===== config.mk =====
export PLATFORM = sky130hd
export DESIGN_NAME = s_box_inverse
export DESIGN_NICKNAME = d
export VERILOG_FILES = /design/src/rtl/aes_sbox_pkg.sv /design/src/rtl/gf256_inv.sv /design/src/rtl/s_box_inverse.sv
export SDC_FILE = /design/constraint.sdc
export NUM_CORES = 1
export LEC_CHECK = 0
export CAP_MARGIN = 20
export CORE_ASPECT_RATIO = 0.6
export CORE_MARGIN = 1
export CORE_UTILIZATION = 45
export DETAILED_ROUTE_END_ITERATION = 8
export GPL_TIMING_DRIVEN = 0
export PLACE_DENSITY = 0.8
export SLEW_MARGIN = 0
export SYNTH_ARGS = -nofsm -noshare
export SYNTH_HDL_FRONTEND = slang
export SYNTH_SLANG_ARGS = --single-unit

===== constraint.sdc =====
create_clock -name clk -period 1.3 [get_ports clk]
set_input_delay 0.195 -clock clk [delete_from_list [all_inputs] [get_ports clk]]
set_output_delay 0.195 -clock clk [all_outputs]
set_load 0.01 [all_outputs]

===== src/rtl/aes_sbox_pkg.sv =====
`default_nettype none
// +--------------------------------------------------------------------------+
// | aes_sbox_pkg                                                             |
// | Shared AES S-box constants, byte type and GF(2^8) helper functions.      |
// | Revision: 1.0                                                            |
// +--------------------------------------------------------------------------+
package aes_sbox_pkg;

    typedef logic [7:0] byte_t;

    localparam byte_t      AES_AFFINE_FWD = 8'h63;
    localparam byte_t      AES_AFFINE_INV = 8'h05;
    localparam logic [8:0] AES_GF_POLY    = 9'h11B;

    function automatic byte_t rotl8(input byte_t b, input logic [2:0] amt);
        byte_t r;
        r = '0;
        for (int i = 0; i < 8; i++) begin
            r[3'(3'(i) + amt)] = b[i];
        end
        return r;
    endfunction

    // Shift-and-add multiply; the 9-bit shift exposes the overflow bit for reduction.
    function automatic byte_t gf_mul(input byte_t a, input byte_t b,
                                     input logic [8:0] poly = AES_GF_POLY);
        byte_t      p;
        byte_t      aa;
        logic [8:0] t;
        p  = '0;
        aa = a;
        for (int i = 0; i < 8; i++) begin
            if (b[i]) p = p ^ aa;
            t = {aa, 1'b0};
            if (t[8]) t = t ^ poly;
            aa = t[7:0];
        end
        return p;
    endfunction

    function automatic byte_t inv_affine(input byte_t s, input byte_t c = AES_AFFINE_INV);
        return rotl8(s, 3'd1) ^ rotl8(s, 3'd3) ^ rotl8(s, 3'd6) ^ c;
    endfunction

    function automatic byte_t fwd_affine(input byte_t x);
        return x ^ rotl8(x, 3'd1) ^ rotl8(x, 3'd2) ^ rotl8(x, 3'd3) ^ rotl8(x, 3'd4)
               ^ AES_AFFINE_FWD;
    endfunction

endpackage
`default_nettype wire


===== src/rtl/gf256_inv.sv =====
`default_nettype none
// +--------------------------------------------------------------------------+
// | gf256_inv                                                                |
// | Combinational GF(2^8) inverse as x^254 (so 0 maps to 0).                 |
// | Revision: 1.0                                                            |
// +--------------------------------------------------------------------------+
module gf256_inv
    import aes_sbox_pkg::*;
#(
    parameter logic [8:0] POLY = AES_GF_POLY
) (
    input  logic [7:0] a_i,
    output logic [7:0] inv_o
);

    byte_t w_x2, w_x3, w_x6, w_x7, w_x14, w_x15, w_x30, w_x31;
    byte_t w_x62, w_x63, w_x126, w_x127, w_x254;

    // Exponent chain: alternate squaring and multiply-by-x to reach 2^8-2.
    assign w_x2   = gf_mul(a_i,    a_i,    POLY);
    assign w_x3   = gf_mul(w_x2,   a_i,    POLY);
    assign w_x6   = gf_mul(w_x3,   w_x3,   POLY);
    assign w_x7   = gf_mul(w_x6,   a_i,    POLY);
    assign w_x14  = gf_mul(w_x7,   w_x7,   POLY);
    assign w_x15  = gf_mul(w_x14,  a_i,    POLY);
    assign w_x30  = gf_mul(w_x15,  w_x15,  POLY);
    assign w_x31  = gf_mul(w_x30,  a_i,    POLY);
    assign w_x62  = gf_mul(w_x31,  w_x31,  POLY);
    assign w_x63  = gf_mul(w_x62,  a_i,    POLY);
    assign w_x126 = gf_mul(w_x63,  w_x63,  POLY);
    assign w_x127 = gf_mul(w_x126, a_i,    POLY);
    assign w_x254 = gf_mul(w_x127, w_x127, POLY);

    assign inv_o = w_x254;

endmodule
`default_nettype wire


===== src/rtl/s_box_inverse.sv =====
`default_nettype none
// +--------------------------------------------------------------------------+
// | s_box_inverse                                                            |
// | Pipelined AES inverse S-box with valid/ready handshakes on both sides.   |
// | Macro S_BOX_INVERSE_GF_INV_EN adds the GF(2^8) inversion stage.          |
// | Revision: 1.0                                                            |
// +--------------------------------------------------------------------------+
module s_box_inverse
    import aes_sbox_pkg::*;
#(
    parameter logic [7:0] INV_AFFINE_CONSTANT = AES_AFFINE_INV,
    parameter logic [8:0] GF_POLY             = AES_GF_POLY
) (
    input  logic       clk,
    input  logic       rst,
    input  logic [7:0] idata,
    input  logic       ivalid,
    output logic       iready,
    output logic [7:0] odata,
    output logic       ovalid,
    input  logic       oready
);

    logic  v1_q, v2_q, v3_q, v1_d, v2_d, v3_d;
    byte_t d1_q, d2_q, d3_q, d1_d, d2_d, d3_d;
    logic  w_adv1, w_adv2, w_adv3;
    logic  w_s3_v;
    byte_t w_s3_d;

`ifdef S_BOX_INVERSE_GF_INV_EN
    logic  v2b_q, v2b_d, w_adv2b;
    byte_t d2b_q, d2b_d, w_inv;

    gf256_inv #(
        .POLY  (GF_POLY)
    ) u_gf256_inv (
        .a_i   (d2_q),
        .inv_o (w_inv)
    );

    assign w_adv2b = !v2b_q || w_adv3;
    assign w_adv2  = !v2_q  || w_adv2b;
    assign w_s3_v  = v2b_q;
    assign w_s3_d  = d2b_q;
`else
    logic w_unused_poly;
    assign w_unused_poly = ^GF_POLY;
    assign w_adv2 = !v2_q || w_adv3;
    assign w_s3_v = v2_q;
    assign w_s3_d = d2_q;
`endif

    // Ready chain: a stage may load whenever it is empty or its successor moves.
    assign w_adv3 = !v3_q || oready;
    assign w_adv1 = !v1_q || w_adv2;
    assign iready = w_adv1 && !rst;

    always_comb begin
        v1_d = v1_q;
        d1_d = d1_q;
        v2_d = v2_q;
        d2_d = d2_q;
        v3_d = v3_q;
        d3_d = d3_q;
        if (w_adv1) begin
            v1_d = ivalid;
            if (ivalid) d1_d = idata;
        end
        if (w_adv2) begin
            v2_d = v1_q;
            if (v1_q) d2_d = inv_affine(d1_q, INV_AFFINE_CONSTANT);
        end
        if (w_adv3) begin
            v3_d = w_s3_v;
            if (w_s3_v) d3_d = w_s3_d;
        end
    end

`ifdef S_BOX_INVERSE_GF_INV_EN
    always_comb begin
        v2b_d = v2b_q;
        d2b_d = d2b_q;
        if (w_adv2b) begin
            v2b_d = v2_q;
            if (v2_q) d2b_d = w_inv;
        end
    end

    always_ff @(posedge clk or posedge rst) begin
        if (rst) begin
            v2b_q <= 1'b0;
            d2b_q <= 8'h00;
        end else begin
            v2b_q <= v2b_d;
            d2b_q <= d2b_d;
        end
    end
`endif

    always_ff @(posedge clk or posedge rst) begin
        if (rst) begin
            v1_q <= 1'b0;
            v2_q <= 1'b0;
            v3_q <= 1'b0;
            d1_q <= 8'h00;
            d2_q <= 8'h00;
            d3_q <= 8'h00;
        end else begin
            v1_q <= v1_d;
            v2_q <= v2_d;
            v3_q <= v3_d;
            d1_q <= d1_d;
            d2_q <= d2_d;
            d3_q <= d3_d;
        end
    end

    assign odata  = d3_q;
    assign ovalid = v3_q;

endmodule
`default_nettype wire


==> run summary <==
The worst path uses 100.7% of the clock period. At the end of routability-driven placement, the weighted congestion stood at approximately 0.69. The highest layer touched by signal routing is met4. The number of buffers and inverters on the critical path is 1. Pin placement for this block handled 22 I/O pins. The number of buffers inserted for hold repair after clock tree synthesis is 0. The total congestion overflow after global routing is 0.

STA classifies the critical path startpoint as a flip-flop. Port buffering added 21 buffers. The smallest hold slack came out at approximately 140 ps. The largest net degree at the start of global routing came out at 16.

The floorplan die area is around 2700 um^2. The total number of clock tree sinks came out at 27. In this run the worst setup path begins at v2_q.

The detailed route wirelength on metal2 came out at around 860 um. The yosys synthesis warning count is 0. The cell area after synthesis is approximately 1100 um^2. The min-delay analysis places its worst path in the category in -> async. After clock tree synthesis, the clock-pin slew on the worst setup and hold paths is 90 ps. The filler cells instantiated in the layout total 171.

The wire length on met3 is between 100 and 150 um. The path length in cells of the critical path came out at 3. The final count of pins violating max slew is 0. The initial antenna violation count came out at 0. The setup slack of the critical path after layout is -8.705 ps. The instance count of the mapped netlist is between 70 and 80. The largest stage delay on the critical path is around 400 ps.

The number of flip-flops and latches in the synthesized netlist is 27. The ratio of total power to cell area came out at between 1500 and 2000 nW/um^2. The share of cells above drive strength 1 is 37.86%. The number of global-route vias before repair came to 644.

The multi-input combinational cell area came out at between 400 and 500 um^2. The final-report hold violation count came out at 0. The static leakage power came out at between 0.6 and 0.7 nW. The peak supply drop came out at 0.9021 mV. The cell with the largest stage delay on the worst path is dfrtp_1. The placeable core region is about 2300 um^2. The first global-routing pass estimated between 3000 and 4000 um of wire.

The critical path is of the reg -> out type. For this run, design rule violations remaining after detail routing come to 0. The detailed-router iteration count before antenna repair came out at 2.

In the final layout, flip-flops and latches occupy 675.6 um^2. The post-synthesis net count is 86. For the worst flop-to-flop path, the logic depth is 4. The required arrival time at the worst endpoint is about 1100 ps. The buffer levels on the longest clock path is 2.

In this run, distinct cell masters in the synthesized netlist total 12. The post-route met1 wirelength came out at 928 um. The global router's overall resource usage came out at around 18%. CTS built an H-tree with a depth of 1. The average cell area after synthesis came out at between 15 and 20 um^2. The transition at the pin with the smallest max-transition slack came out at between 600 and 700 ps. The count of routing violations after the opening detailed-route iteration is 8. The clock insertion delay at the later pin of the skew report came out at 270 ps. The starting density of the core is 49.78%.

The remaining antenna violation count after routing came out at 0. Setup violations remaining at the end of the flow were counted as 1. The routed via count divided by cell count came out at slightly below 5. The routed length per instance is between 10 and 15 um. The die span in y is 40.88 um.

Detailed placement finished with a half-perimeter wire length of between 1000 and 1500 um. The worst setup path is captured at an output port. The peak clock frequency supported by timing is between 700 and 800 MHz. The total number of nets in the final design is roughly 120. The number of buffers inserted during clock tree synthesis is 3. Compared with the post-synthesis result, the final layout area differs by 28.81%.

The overall routed net length came out at ~1900 um. The total via count after detailed routing is 650. Clock tree synthesis selected as its root buffer the cell clkbuf_8. The headroom to the max-slew limit is ~57%.

Among cell families on the critical path, the largest total delay comes from flip-flops. The biggest fanout along the worst timing path came out at 4. The max-capacitance violation count came out at 0.

TritonCTS built the clock tree. The initialized floorplan defines 13 standard-cell rows. The reg-to-reg critical path startpoint is v2_q.

The overall die width is about 67 um. The worst path in the final design needs a cycle of around 1300 ps, including I/O delays and setup. For the final database, setup skew stands at 4.062 ps. Setup repair after global routing could not meet its margin everywhere.

The number of antenna diodes in the final layout is 0. The share of synthesized area occupied by flip-flops and latches came out at between 50% and 60%. Power comes to approximately 2.6 mW. For the worst setup path, the data arrival time is about 1100 ps. The flow ran to the end, but the final reports show violations.

Traced cell by cell, the critical path runs through nand4b_1, and2_1, buf_2. The checks that failed: setup timing.
[layout make-up]
type | count | area share, %
sequential | 27 | 46.27
clock buffer | 3 | 2.828
timing repair buffer | 24 | 14.91
multi-input combinational | 46 | 32.22
inverter | 1 | 0.5141
clock inverter | 1 | 0.3428
tap | 30 | 2.571
timing repair inverter | 1 | 0.3428
[cell usage in the layout, fill, tap and decap left out, types with 2 or more instances in the layout]
master and n:
nand2b_1 4, mux2_2 24, xor2_2 2, dlygate4sd2_1 10, dfrtp_1 27, xor2_1 2, xnor2_1 8, nand2_2 2
buf_4 3, clkdlybuf4s50_1 9, clkbuf_8 3
[logic make-up after synthesis]
logic type             after synthesis  synth area share (%)
flip-flops                          27                 59.60
multiplexers                        24                 23.84
XOR/XNOR                            12                 10.60
AND/OR/NAND/NOR                     10                 5.629
buffers and inverters                1                0.3308
[per-layer routing]
metal / vias to the layer above / GRT usage, %
li1: 312 / -
met1: 315 / 22.02
met2: 19 / 29.29
met3: 4 / 6.667
met4: 0 / 6.383
met5: - / 0
[worst paths after layout]
check                           slack, ps        to
worst max-delay path                   -9    iready
worst min-delay path                  140  odata[0]
worst max register to register         20   d1_q[1]
worst min register to register        500  odata[6]
max in group asynchronous             790   d1_q[6]
min in group clk                      280    ovalid
[sequential cells by signal (all words and copies together), names as in the netlist]
name    flops
ovalid      1
d1_q        8
v1_q        1
v2_q        1
d2_q        8
odata       8
[report_power, final]
group	switching [mW]	internal (mW)	leakage [nW]	total, mW
Combinational	0.308	0.500	0.281	0.809
Clock	0.247	0.215	0.0255	0.462
Sequential	0.177	1.14	0.312	1.32
[repair_timing]
item,4_1_cts,5_1_grt
gates resized for setup,18,1
setup endpoints to repair,21,9
cloned,1,0
pin swaps,1,1
setup buffers,2,1
[cell usage after synthesis]
master	n	area [um^2]
dfrtp_1	27	675.7
mux2_2	24	270.3
xnor2_1	8	70.07
nand2b_1	4	25.02
nand2_2	2	12.51
xor2_1	2	17.52
xor2_2	2	32.53
and2_1	1	6.260
inv_1	1	3.750
nand2_1	1	3.750
nand3b_1	1	7.510
nand4b_1	1	8.760
[metrics by stage]
step | setup TNS [ps] | instances | instance area (um^2) | utilization, % | setup slack, ps
after global placement | -9032 | 125 | 1381 | 60.66 | -1005
after floorplan | 0 | 74 | 1134 | - | 56.76
after CTS | -2.690 | 132 | 1450 | 63.68 | -2.690
final | -8.705 | 133 | 1460 | 64.12 | -8.705
after global routing | -81.14 | 133 | 1460 | 64.12 | -64.92
after detailed placement | -11240 | 125 | 1381 | 60.66 | -1048
[tightest hold or removal path, delay by kind of cell]
kind | cells | cell delay [ps]
buffers and inverters | 3 | 580
Power figures use the tool's default switching activity.
